[config.mk]
export PLATFORM = sky130hd
export DESIGN_NAME = dcp_mem_dump
export DESIGN_NICKNAME = d
export VERILOG_FILES = /design/src/rtl/dcp_mem_dump.sv
export SDC_FILE = /design/constraint.sdc
export NUM_CORES = 1
export LEC_CHECK = 0
export ABC_AREA = 1
export CAP_MARGIN = 10
export CORE_AREA = 3 3 129 143
export CTS_BUF_LIST = sky130_fd_sc_hd__clkbuf_4
export CTS_CLUSTER_DIAMETER = 100
export DETAILED_ROUTE_END_ITERATION = 7
export DIE_AREA = 0 0 132 146
export MAX_ROUTING_LAYER = met4
export PLACE_DENSITY_LB_ADDON = 0.1
export SYNTH_ARGS = -nofsm -noshare
export SYNTH_HDL_FRONTEND = slang
export SYNTH_SLANG_ARGS = --single-unit
[constraint.sdc]
create_clock -name clk -period 3.5 [get_ports clk]
set_clock_uncertainty 0.1 [all_clocks]
set_input_delay 0.525 -clock clk [delete_from_list [all_inputs] [get_ports clk]]
set_output_delay 0.525 -clock clk [all_outputs]
set_load 0.1 [all_outputs]
[src/rtl/dcp_mem_dump.sv]
// Memory-dump command unit: scans a start address, reads N words and prints "addr-data" lines.
// Optional DCP_DUMP_CNT_EN adds a second scan that sets the word count of each dump.
module dcp_mem_dump #(
    parameter int AW       = 32,
    parameter int DW       = 32,
    parameter int N_WORDS  = 8,
    parameter int RD_LAT   = 1,
    parameter int ADDR_INC = 1
) (
    input  logic          clk,
    input  logic          rst,
    input  logic          we,
    input  logic [AW-1:0] last_addr,
    output logic [AW-1:0] end_addr,
    output logic          finish,
    output logic          req_scan,
    input  logic          ack_scan,
    input  logic [31:0]   din_scan,
    input  logic          flag_scan,
    output logic          req_print,
    input  logic          ack_print,
    output logic [31:0]   dout_print,
    output logic          type_print,
    output logic [AW-1:0] mem_addr,
    output logic          mem_re,
    input  logic [DW-1:0] mem_rdata
);

    typedef enum logic [3:0] {
        IDLE,
        SCAN_A,
`ifdef DCP_DUMP_CNT_EN
        SCAN_N,
`endif
        RD_ISSUE,
        RD_WAIT,
        PRT_A,
        PRT_D,
        NEXT,
        DONE
    } state_t;

    localparam logic [2:0]    LAT_LAST = 3'(RD_LAT - 1);
    localparam logic [AW-1:0] INC      = AW'(ADDR_INC);

    state_t        state, state_n;
    logic [AW-1:0] cur_addr;
    logic [31:0]   data_q;
    logic [7:0]    cnt;
    logic [7:0]    target;
    logic [2:0]    lat_cnt;
    logic [8:0]    cnt_inc;
    logic          last_word;

    assign cnt_inc   = {1'b0, cnt} + 9'd1;
    assign last_word = (cnt_inc == {1'b0, target});
    assign mem_addr  = cur_addr;

`ifndef DCP_DUMP_CNT_EN
    assign target = 8'(N_WORDS);
`endif

    always_ff @(posedge clk or posedge rst) begin
        if (rst) state <= IDLE;
        else     state <= state_n;
    end

    always_comb begin
        state_n    = state;
        req_scan   = 1'b0;
        req_print  = 1'b0;
        mem_re     = 1'b0;
        finish     = 1'b0;
        dout_print = '0;
        type_print = 1'b0;
        case (state)
            IDLE:     if (we) state_n = SCAN_A;
            SCAN_A: begin
                req_scan = 1'b1;
`ifdef DCP_DUMP_CNT_EN
                if (ack_scan) state_n = SCAN_N;
            end
            SCAN_N: begin
                req_scan = 1'b1;
`endif
                if (ack_scan) state_n = RD_ISSUE;
            end
            RD_ISSUE: begin
                mem_re  = 1'b1;
                state_n = RD_WAIT;
            end
            RD_WAIT:  if (lat_cnt == LAT_LAST) state_n = PRT_A;
            PRT_A: begin
                req_print  = 1'b1;
                dout_print = 32'(cur_addr);
                if (ack_print) state_n = PRT_D;
            end
            PRT_D: begin
                req_print  = 1'b1;
                type_print = 1'b1;
                dout_print = data_q;
                if (ack_print) state_n = NEXT;
            end
            NEXT:     state_n = last_word ? DONE : RD_ISSUE;
            DONE: begin
                finish  = 1'b1;
                state_n = IDLE;
            end
            default:  state_n = IDLE;
        endcase
    end

    always_ff @(posedge clk or posedge rst) begin
        if (rst) begin
            cur_addr <= '0;
            data_q   <= '0;
            cnt      <= '0;
            lat_cnt  <= '0;
            end_addr <= '0;
`ifdef DCP_DUMP_CNT_EN
            target   <= 8'(N_WORDS);
`endif
        end else begin
            case (state)
                IDLE: if (we) begin
                    cnt <= '0;
`ifdef DCP_DUMP_CNT_EN
                    target <= 8'(N_WORDS);
`endif
                end
                SCAN_A: if (ack_scan)
                    cur_addr <= flag_scan ? last_addr + INC : AW'(din_scan);
`ifdef DCP_DUMP_CNT_EN
                // empty entry or a typed zero both fall back to the default length
                SCAN_N: if (ack_scan)
                    target <= (flag_scan || din_scan[7:0] == 8'd0) ? 8'(N_WORDS) : din_scan[7:0];
`endif
                RD_ISSUE: lat_cnt <= '0;
                RD_WAIT: begin
                    lat_cnt <= lat_cnt + 3'd1;
                    if (lat_cnt == LAT_LAST) data_q <= 32'(mem_rdata);
                end
                NEXT: begin
                    end_addr <= cur_addr;
                    cnt      <= cnt_inc[7:0];
                    if (!last_word) cur_addr <= cur_addr + INC;
                end
                default: ;
            endcase
        end
    end

endmodule
# Word level (Yosys, flattened, before mapping)
# Cells that the tools add are included.
# totals
mem_bits_rw,0
wordCells,54
register_bits,111
output_inout_bits,101
mem_bits_ro,0
inputBits,102
memories,0
latch_bits,0
# op_classes
n_shift,0
order_cmp,0
mul,0
reduce_logical,10
eq_ne,14
n_addsub,4
n_mux,20
n_div,0
bitwise,0
# ops
cell,n
32-bit case mux with 2 select lines,2
32-bit 2-to-1 mux,3
32-bit by 1-bit adder with 32-bit output (second input constant),2
4-bit case mux with 7 select lines,1
4-bit 2-to-1 mux,5
4-bit by 3-bit equality test with 1-bit output (second input constant),4
8-bit case mux with 2 select lines,1
2-bit != test (second input constant),6
8-bit by 1-bit adder with 9-bit output (second input constant),1
9-bit by 4-bit equality test with 1-bit output (second input constant),1
4-bit by 2-bit equality test with 1-bit output (second input constant),2
8-bit 2-to-1 mux,1
3-bit case mux with 2 select lines,1
2-bit nonzero test,3
1-bit 2-to-1 mux,5
5-bit AND reduction,1
4-bit by 1-bit equality test with 1-bit output (second input constant),1
4-bit zero test,1
2-bit AND reduction,2
3-bit by 1-bit adder with 3-bit output (second input constant),1
3-bit zero test,1
3-bit 2-to-1 mux,1
3-bit AND reduction,1
2-bit OR reduction,1

# Longest topological paths before layout
# logic_depth
word_depth,4
mapped_depth,12
ltp_nobuf,12

# Least setup slack after synthesis
# OpenSTA, ideal clock, no wires.
# synth_timing
path_type,register to output
startpoint,register cur_addr[31] (netlist: mem_addr[31])
endpoint,output port dout_print[31]
setup_slack_ns,-0.365
stages_incl_launch_ff,3
t_arrival_ns,3.240
required_ns,2.875
path_cell_list,dfrtp_1 -> inv_1 -> o21ai_0
# synth_between
elab_chain_len,1
# synth_lines
item,line,source
start: declaration,47,logic [AW-1:0] cur_addr;
start signal: assignment,132,cur_addr <= flag_scan ? last_addr + INC : AW'(din_scan);
start signal: assignment,146,if (!last_word) cur_addr <= cur_addr + INC;
32-bit case mux with 2 select lines,76,case (state)
end: declaration,22,"output logic [31:0] dout_print,"
# No other way between the ends.

# Worst setup path in the final report
# layout_timing
startpoint,register state[0]
endpoint,output port dout_print[16]
# layout_between
elab_chain_len,2
# layout_lines
item,line,source
start: declaration,46,"state_t state, state_n;"
start signal: assignment,65,else state <= state_n;
4-bit by 3-bit equality test with 1-bit output,76,
32-bit case mux with 2 select lines (*),76,
# Every way passes the cells marked *; elsewhere a longest branch is shown, timed or not.

==> flow_metrics.tcl <==
set metrics [dict create \
    avgRoutedWirePerCell_um 15.8 \
    die_area_mm2 0.0193 \
    crit_slowest_cell "dfrtp_1" \
    cpPeakStageDelay_ns 0.45 \
    finalHoldViolations 0 \
    dpl.hpwl_mm 19.9 \
    synth_area_leaders "dfrtp_1 (38%), nand2_1 (22%), nor2_1 (10%), inv_1 (6.4%), nand3_1 (4.8%)" \
    p_sw_uw 6240 \
    vias_per_cell 5.09 \
    tns_ns 0 \
    routed_wl_mm 25.1 \
    initial_core_util_pct 42.9 \
    antenna_left 0 \
    path_buf_inv 3 \
    area_growth_pct 35.7 \
    synth_seq_area_share_pct 37.6 \
    die_x_um 132 \
    dieHeight_um 146 \
    globalRouteTotalUtil_pct 26.5 \
    hold_buffers 0 \
    yosysTopAreaCell "dfrtp_1" \
    syn_area_mm2 0.00733 \
    cp_common_cell "buf_12" \
    seqPwrFrac_pct 23.9 \
    path_class "register to primary output" \
    gp_congestion 0.951 \
    gr-total-overflow 0 \
    setup_ws_ns 0.381 \
    fillers 1712 \
    synth-main-ff-cell "dfrtp_1" \
    worstPathArrival_ns 2.49 \
    max_freq_ghz 0.321 \
    synthesis.nets 1276 \
    period_share_pct 89.1 \
    cts_resized 0 \
    hp-class "primary input to asynchronous set/reset pin" \
    slew_headroom_pct 30.8 \
    switching_share_pct 62.5 \
    io_pins 203 \
    pwr-share-comb_pct 69.0 \
    cp_top_family "buffers and inverters" \
    r2r-start "state[0]$_DFFE_PP0P_" \
    p_leak_uw 0.00474 \
    drv_slew 0 \
    syn_inst 1165 \
    synth_top_area_share_pct 37.6 \
    first_pass_iters 5 \
    antenna_found_initial 1 \
    drive_gt1_share_pct 8.71 \
    cap_violations 0 \
    finalCriticalPeriod_ns 3.12 \
    intPower_uw 3750 \
    grt_max_degree 55 \
    critPathLaunchType "register" \
    worst-path-max-fanout 19 \
    worstSkewPairLatency_ns 0.52 \
    pwr_density_cell_mw_per_mm2 1000 \
    drc_errors 0 \
    htree_levels 3 \
    cts.sinks 110 \
    yosys_warnings 0 \
    crit_chain "inv_1 > ha_1 > nand2_1 > buf_12 > o22ai_1 > buf_12" \
    endpoint_kind "primary output" \
    worst_slew_pin_slew_ns 1.04 \
    cp.required_ns 2.87 \
    portBuffers 202 \
    ff2ff_setup_slack_ns 0.84 \
    synth_cell_types 33 \
    rows 50 \
    clock_tree.buffer_depth 2 \
    drtIter0Drc 538 \
    cts_tree "done" \
    grt_pass1_wl_mm 40.2 \
    postCtsSetupBuffers 0 \
    cts_buffers 9 \
    ys_seq_elements 110 \
    async_flop_share_pct 100 \
    nNetsFinal 1460 \
    core-area_mm2 0.0171 \
    synth_edf_count 0 \
    p_clk_share_pct 7.1 \
    utilization_pct 58.2 \
    dp_slack_ns 0.826 \
    vias 8094 \
    grt_pass1_vias 7686 \
    status "complete, no violations" \
    rsz0062_at_grt "no" \
    clk_pin_slew_worst_paths_ns 0.20 \
    syn_area_per_cell_um2 6.29 \
    setup_violations 0 \
    clockRootBuffer "clkbuf_4" \
    rr_endpoint "mem_addr[1]$_DFFE_PP0P_" \
    irDropWorstVdd_uv 787 \
    reg2regPathDepth 12 \
]
[area by class of cell]
class	instances	area, um2	area share [%]
Multi-Input combinational cell	889	3910	39.3
Sequential cell	110	2750	27.7
Timing Repair Buffer	213	2360	23.7
Inverter	126	478	4.81
Tap cell	234	293	2.94
Clock inverter	6	78.8	0.793
Clock buffer	10	75.1	0.755
Antenna cell	1	2.50	0.0252
[flip-flops by register name, indices dropped and copies added (netlist names)]
signal	flops
data_q	32
end_addr	32
mem_addr	32
cnt	8
lat_cnt	3
state	3
[stage by stage]
step | hold slack (ns) | instances | total power [uW] | area (um2)
2_1_floorplan | 0.378 | 1165 | 7320 | 7330
3_3_place_gp | 0.366 | 1572 | 9240 | 9790
3_5_place_dp | 0.373 | 1572 | 9310 | 9790
4_1_cts | 0.321 | 1588 | 10000 | 9940
5_1_grt | 0.360 | 1589 | 10500 | 9940
6_report | 0.325 | 1589 | 9980 | 9940
[power by group through the flow]
stage          combinational [uW]  clock, uW  sequential, uW
3_5_place_dp                 6910          0            2410
5_1_grt                      7250        763            2460
2_1_floorplan                2610          0            4710
6_report                     6890        714            2390
4_1_cts                      6920        729            2380
3_3_place_gp                 6840          0            2400
[cells by family after synthesis]
| family | Yosys count | synth area share [%] |
|---|---|---|
| simple gates | 712 | 38.6 |
| buf+inv | 166 | 9.20 |
| compound gates | 154 | 11.2 |
| flops | 110 | 37.6 |
| xor+xnor | 13 | 1.66 |
| fa+ha+maj | 9 | 1.54 |
| mux | 1 | 0.154 |
[cells in the final DEF, fill, tap and decap left out, types with 9 or more instances in the layout]
cell type and n:
a21oi_1 43, buf_12 34, buf_4 45, clkbuf_4 10, clkdlybuf4s50_1 134, dfrtp_1 110
ha_1 9, inv_1 123, nand2_1 422, nand3_1 70, nor2_1 198, o21ai_0 69
o22ai_1 35
[routing by layer]
layer / global-route usage [%] / up-vias / wire length (um)
met5: - / - / 0
met4: 8.46 / 0 / 633
met3: 3.28 / 45 / 1450
met2: 44.5 / 309 / 12300
met1: 33.5 / 3709 / 10700
li1: - / 4031 / -
[Yosys cell counts, types with 4 or more instances]
cell type and n:
clkbuf_1 27, nand4_1 5, dfrtp_1 110, nor2_2 7
nand3_1 70, inv_1 124, ha_1 9, xor2_1 7
o22ai_1 35, buf_1 5, buf_6 6, nand2_1 423
or2_2 4, a21oi_1 43, o21ai_0 70, xnor2_1 5
nor2_1 198
[worst max-delay path by stage]
stage | endpoint | cells past startpoint | slack, ns | start
after CTS | dout_print[26] | 6 | 0.30 | state[1]$_DFFE_PP0P_
after global routing | dout_print[20] | 6 | 0.20 | state[1]$_DFFE_PP0P_
after detailed placement | mem_addr[8]$_DFFE_PP0P_ | 10 | 0.83 | last_addr[0]
final | dout_print[16] | 6 | 0.38 | state[0]$_DFFE_PP0P_
after floorplan | dout_print[11] | 4 | 0.03 | state[1]$_DFFE_PP0P_
after global placement | mem_addr[8]$_DFFE_PP0P_ | 10 | 0.86 | last_addr[0]
Note: power is estimated with default switching activity, not from simulation.
==> edit 1: new RTL, same flow settings <==
`AW`: 32 -> 16.
--- a/src/rtl/dcp_mem_dump.sv
+++ b/src/rtl/dcp_mem_dump.sv
@@ -2,5 +2,5 @@
 // Optional DCP_DUMP_CNT_EN adds a second scan that sets the word count of each dump.
 module dcp_mem_dump #(
-    parameter int AW       = 32,
+    parameter int AW       = 16,
     parameter int DW       = 32,
     parameter int N_WORDS  = 8,
Interface: changed (resized end_addr, last_addr and mem_addr); port bits go from 203 to 155. The function was not compared with the original's and may differ.
==> edit 1 against the original RTL <==
- count of clock-buffer cells in the layout shrank 1
- sequential cell count shrank 32
- first-iteration DRC count shrank 55%
- sequential power shrank 33%
- area after synthesis shrank 37%
- hold slack gained 0.073 ns
- wire length shrank 41%
- worst setup slack gained 0.041 ns
- design area shrank 35%
- total power shrank 39%
- clock power shrank 18%
==> edit 1: results (changes against the original RTL) <==
\begin{tabular}{lr}
\hline
Metric & Value \\
\hline
\multicolumn{2}{l}{\textbf{Detailed routing}} \\
\quad Met1 wire length & 6.96 mm (-35\%) \\
\quad Routed len/inst & 14.5 um (-8.3\%) \\
\quad WL final & 14.9 mm (-41\%) \\
\quad DRC marker count from the first detailed-route iteration & 241 (-55\%) \\
\quad Met2 routed WL & 6.94 mm (-44\%) \\
\multicolumn{2}{l}{\textbf{GRT}} \\
\quad M2 GR Usage & 25.2\% (-19 points) \\
\quad Global Route met1 Usage & 20.7\% (-13 points) \\
\quad Wire length of the first global-routing pass & 24.1 mm (-40\%) \\
\multicolumn{2}{l}{\textbf{Power}} \\
\quad Cell internal power dissipation & 2.48 mW (-34\%) \\
\quad Maximum vdd ir drop & 0.505 mV (-36\%) \\
\multicolumn{2}{l}{\textbf{Min path}} \\
\quad Hold Path Class & reg2reg \\
\multicolumn{2}{l}{\textbf{Logic synthesis}} \\
\quad Share of the yosys chip area belonging to registers & 42.4\% (+4.9 points) \\
\quad Gate count after technology mapping & 659 (-43\%) \\
\multicolumn{2}{l}{\textbf{Finish}} \\
\quad Total number of nets in the final design & 885 (-39\%) \\
\quad Fillers & 1803 (+5.3\%) \\
\multicolumn{2}{l}{\textbf{Place}} \\
\quad Worst setup timing slack at the placement stage & 0.887 ns (+0.0607 ns) \\
\quad Final estimated routing congestion in global placement & 0.867 (-8.9\%) \\
\quad Instance count after placement with tap cells included & 1013 (-36\%) \\
\quad Detailed Place HPWL & 11.6 mm (-42\%) \\
\quad IO buf count & 138 (-32\%) \\
\multicolumn{2}{l}{\textbf{STA}} \\
\quad Final worst-path setup slack & 0.422 ns (+0.0410 ns) \\
\multicolumn{2}{l}{\textbf{Critical path}} \\
\quad Biggest cell delay along the critical path & 0.51 ns (+0.06 ns) \\
\quad Maximum fanout along the worst path & 20 (+1) \\
\quad Source of the critical timing path & state[1] \\
\quad Signal arrival time at the worst endpoint & 2.45 ns (-0.04 ns) \\
\multicolumn{2}{l}{\textbf{CTS}} \\
\quad Clock transition at the registers of the reported paths & 0.15 ns (-0.05 ns) \\
\multicolumn{2}{l}{\textbf{Run status}} \\
\quad Outcome & completed \\
\hline
\end{tabular}
[edit 1: changes by cell type in the layout (fill, tap and decap cells not counted), moves of 9 or more]
| cell | change |
|---|---|
| sky130_fd_sc_hd__nand2_1 | -212 |
| sky130_fd_sc_hd__nor2_1 | -98 |
| sky130_fd_sc_hd__inv_1 | -55 |
| sky130_fd_sc_hd__clkdlybuf4s50_1 | -50 |
| sky130_fd_sc_hd__nand3_1 | -38 |
| sky130_fd_sc_hd__dfrtp_1 | -32 |
| sky130_fd_sc_hd__o22ai_1 | -32 |
| sky130_fd_sc_hd__o21ai_0 | -22 |
| sky130_fd_sc_hd__a21oi_1 | -20 |
| sky130_fd_sc_hd__buf_12 | -17 |
| sky130_fd_sc_hd__o21ai_1 | +17 |
| sky130_fd_sc_hd__mux2_2 | +9 |
[edit 1: worst paths after layout]
check | endpoint | slack [ns] | depth (start not counted)
worst max-delay path | dout_print[7] | 0.42 | 8
worst min-delay path | end_addr[0] | 0.40 | 2
worst max register to register | state[0] | 1.13 | 7
worst min register to register | end_addr[0] | 0.40 | 2
max in group asynchronous | end_addr[5] | 2.20 | 3
min in group asynchronous | data_q[18] | 0.44 | 2
[edit 1: worst max-delay path: cells and delay by family (launching register included)]
| kind | cells | cell delay (ns) |
|---|---|---|
| AOI/OAI and AO/OA | 1 | 0.20 |
| DFF | 1 | 0.43 |
| and+or+nand+nor | 2 | 0.16 |
| buffers and inverters | 4 | 1.04 |
| adders and majority gates | 1 | 0.18 |
[edit 1: area by class of cell]
cell class              count  area, um2  area share, %
repair buffers            143       1500           23.3
flip-flops and latches     78       1950           30.4
well taps                 234        293           4.56
clock inverters             7       78.8           1.23
diodes                      1       2.50         0.0390
clock buffers               9       67.6           1.05
multi-input cells         485       2260           35.1
inverters                  73        275           4.29
[edit 1: kinds of logic after synthesis]
kind of cell	share of synthesized area [%]
AND/OR/NAND/NOR	31.0
buffers and inverters	8.59
multiplexers	3.67
XOR/XNOR	0.952
AO/OA/AOI/OAI	10.9
flip-flops	42.4
adder cells (fa/ha/maj)	2.45
[edit 1: power groups by stage]
stage                     sequential, mW  clock, mW  combinational [mW]
after detailed placement            1.62          0                3.91
after floorplan                     2.70          0                1.75
final                               1.59      0.587                3.86
after global routing                1.65      0.653                4.14
after global placement              1.60          0                3.87
after CTS                           1.60      0.618                3.91
[edit 1: per-stage QoR]
stage                     area, um2  utilization [%]
final                          6420             37.6
after global routing           6420             37.6
after CTS                      6420             37.6
after detailed placement       6270             36.7
after global placement         6270             36.7
after floorplan                4600                -
==> edit 2: new RTL, same settings <==
Made on the original files. Encoding of `state_t`: now one-hot (8 bits for 8 states).
--- a/src/rtl/dcp_mem_dump.sv
+++ b/src/rtl/dcp_mem_dump.sv
@@ -27,16 +27,16 @@
 );
 
-    typedef enum logic [3:0] {
-        IDLE,
-        SCAN_A,
+    typedef enum logic [7:0] {
+        IDLE     = 8'b00000001,
+        SCAN_A   = 8'b00000010,
 `ifdef DCP_DUMP_CNT_EN
         SCAN_N,
 `endif
-        RD_ISSUE,
-        RD_WAIT,
-        PRT_A,
-        PRT_D,
-        NEXT,
-        DONE
+        RD_ISSUE = 8'b00000100,
+        RD_WAIT  = 8'b00001000,
+        PRT_A    = 8'b00010000,
+        PRT_D    = 8'b00100000,
+        NEXT     = 8'b01000000,
+        DONE     = 8'b10000000
     } state_t;
 
Check against the original RTL: no difference found for any inputs over 4 cycles, from zero or initial values and one cycle with rst high; so few cycles prove little.
==> edit 2 against the original RTL <==
- wire length increased by 4.8%
- area after synthesis increased by 2.1%
- sequential cell count increased by 5
- design area increased by 3.5%
- highest routed layer unchanged
- die area unchanged
- first-iteration DRC count increased by 0.74%
- register-to-register slack improved by 0.37 ns
- worst setup slack improved by 0.17 ns
- count of clock-buffer cells in the layout increased by 10
Power is not compared: it rests on default switching activity, and its combinational part moved more than twofold at a synthesized area within 25%.
==> edit 2: results (changes against the original RTL) <==
\begin{tabular}{lr}
\hline
Metric & Value \\
\hline
\multicolumn{2}{l}{\textbf{Critical path}} \\
\quad Beginning of the worst register-to-register path & state[0] \\
\quad Signal arrival time at the worst endpoint & 2.32 ns (-0.17 ns) \\
\quad Biggest cell delay along the critical path & 0.41 ns (-0.04 ns) \\
\quad Reg2reg path depth & 11 (-1) \\
\quad FF-to-FF End & mem\_addr[16] \\
\multicolumn{2}{l}{\textbf{Finish}} \\
\quad Fillers & 1637 (-4.4\%) \\
\quad Share of post-route cells with drive strength above 1 & 10.8\% (+2.0 points) \\
\quad Total number of nets in the final design & 1471 (+0.75\%) \\
\multicolumn{2}{l}{\textbf{STA}} \\
\quad Tightest Pin Transition & 1.03 ns (-0.00528 ns) \\
\quad Worst Hold Slack & 0.271 ns (-0.0530 ns) \\
\multicolumn{2}{l}{\textbf{Place}} \\
\quad DP Area & 0.0100 mm2 (+2.1\%) \\
\quad Instance count after placement with tap cells included & 1578 (+0.38\%) \\
\multicolumn{2}{l}{\textbf{GRT}} \\
\quad Maximum number of pins on one net before global-route repair & 63 (+15\%) \\
\quad Global Route met1 Usage & 36.1\% (+2.6 points) \\
\quad Met3 usage & 4.32\% (+1.0 points) \\
\quad GRT Total Usage & 28.0\% (+1.5 points) \\
\quad Via count of the first global-routing pass & 7816 (+1.7\%) \\
\multicolumn{2}{l}{\textbf{Detailed routing}} \\
\quad Routed len/inst & 16.3 um (+3.4\%) \\
\quad WL final & 26.3 mm (+4.8\%) \\
\quad Routed via count divided by cell count & 5.07 (-0.51\%) \\
\multicolumn{2}{l}{\textbf{Logic synthesis}} \\
\quad Area share of the largest cell type after synthesis & 38.1\% (+0.56 points) \\
\quad Share of the yosys chip area belonging to registers & 38.5\% (+0.91 points) \\
\quad Commonest cells post-synth & sky130\_fd\_sc\_hd\_\_nand2\_1, sky130\_fd\_sc\_hd\_\_nor2\_1, sky130\_fd\_sc\_hd\_\_inv\_1, sky130\_fd\_sc\_hd\_\_dfrtp\_1, sky130\_fd\_sc\_hd\_\_o21ai\_0 \\
\quad Gate count after technology mapping & 1170 (+0.43\%) \\
\multicolumn{2}{l}{\textbf{Run status}} \\
\quad Outcome & completed \\
\multicolumn{2}{l}{\textbf{CTS}} \\
\quad Clock transition at the registers of the reported paths & 0.10 ns (-0.10 ns) \\
\hline
\end{tabular}
[edit 2: changes by cell type after synthesis, sizes merged, moves of 4 or more]
cell / unedited run / this run
clkbuf: 27 / 20
buf: 13 / 19
a21oi: 43 / 38
inv: 125 / 130
nand3: 71 / 66
nor2: 206 / 201
dfrtp: 110 / 114
[edit 2: worst register-to-register path: stages, from the launching register on]
cell and delay, ns:
sky130_fd_sc_hd__dfstp_2 0.55, sky130_fd_sc_hd__inv_1 0.05, sky130_fd_sc_hd__nand2_1 0.12, sky130_fd_sc_hd__nor2_2 0.08, sky130_fd_sc_hd__nand2_2 0.09, sky130_fd_sc_hd__buf_4 0.27, sky130_fd_sc_hd__buf_4 0.52, sky130_fd_sc_hd__a21oi_1 0.09
sky130_fd_sc_hd__o21ai_0 0.12, sky130_fd_sc_hd__nand2_1 0.09, sky130_fd_sc_hd__nand2_2 0.07, sky130_fd_sc_hd__nand2_1 0.04
[edit 2: metrics by stage]
step	setup slack (ns)	total power, mW
global placement	0.959	5.32
CTS	0.516	6.41
finish	0.553	6.37
global route	0.372	6.74
floorplan	0.189	4.41
detailed placement	0.894	5.37
[edit 2: where the power goes]
part,switching [mW],internal [mW],leakage (nW),total [mW]
combinational,2.46,0.752,3.25,3.21
sequential,0.413,1.72,1.47,2.13
clock,0.514,0.508,0.156,1.02
total,3.39,2.98,4.88,6.37
[edit 2: final cells by class]
class	count	area [um2]	share of cell area, %
Multi-Input combinational cell	886	3930	38.2
Inverter	130	492	4.78
Sequential cell	115	2880	28.0
Antenna cell	1	2.50	0.0243
Clock buffer	20	150	1.46
Timing Repair Buffer	213	2400	23.3
Clock inverter	11	138	1.34
Tap cell	234	293	2.85
[edit 2: worst max path at each step]
stage	start	cells after the start	endpoint
3_5_place_dp	last_addr[0]	13	mem_addr[28]
5_1_grt	state[2]	7	dout_print[30]
4_1_cts	state[2]	7	dout_print[30]
3_3_place_gp	last_addr[0]	13	mem_addr[28]
6_report	state[2]	7	dout_print[30]
2_1_floorplan	mem_addr[3]	2	dout_print[3]
[edit 2: kinds of logic after synthesis]
| family | Yosys count | synth area share, % |
|---|---|---|
| muxes | 1 | 0.150 |
| AOI/OAI and AO/OA | 152 | 11.0 |
| DFF | 115 | 38.5 |
| buffers and inverters | 169 | 9.14 |
| and+or+nand+nor | 711 | 38.3 |
| adders and majority gates | 6 | 1.00 |
| xor gates and xnor gates | 16 | 1.87 |
[edit 2: metal layers]
| metal | vias to the layer above | routed length (um) | share of wire, % |
|---|---|---|---|
| li1 | 4055 | - | - |
| met1 | 3732 | 11500 | 44 |
| met2 | 317 | 12200 | 46 |
| met3 | 55 | 1600 | 6.1 |
| met4 | 0 | 1010 | 3.8 |
| met5 | - | 0 | 0 |
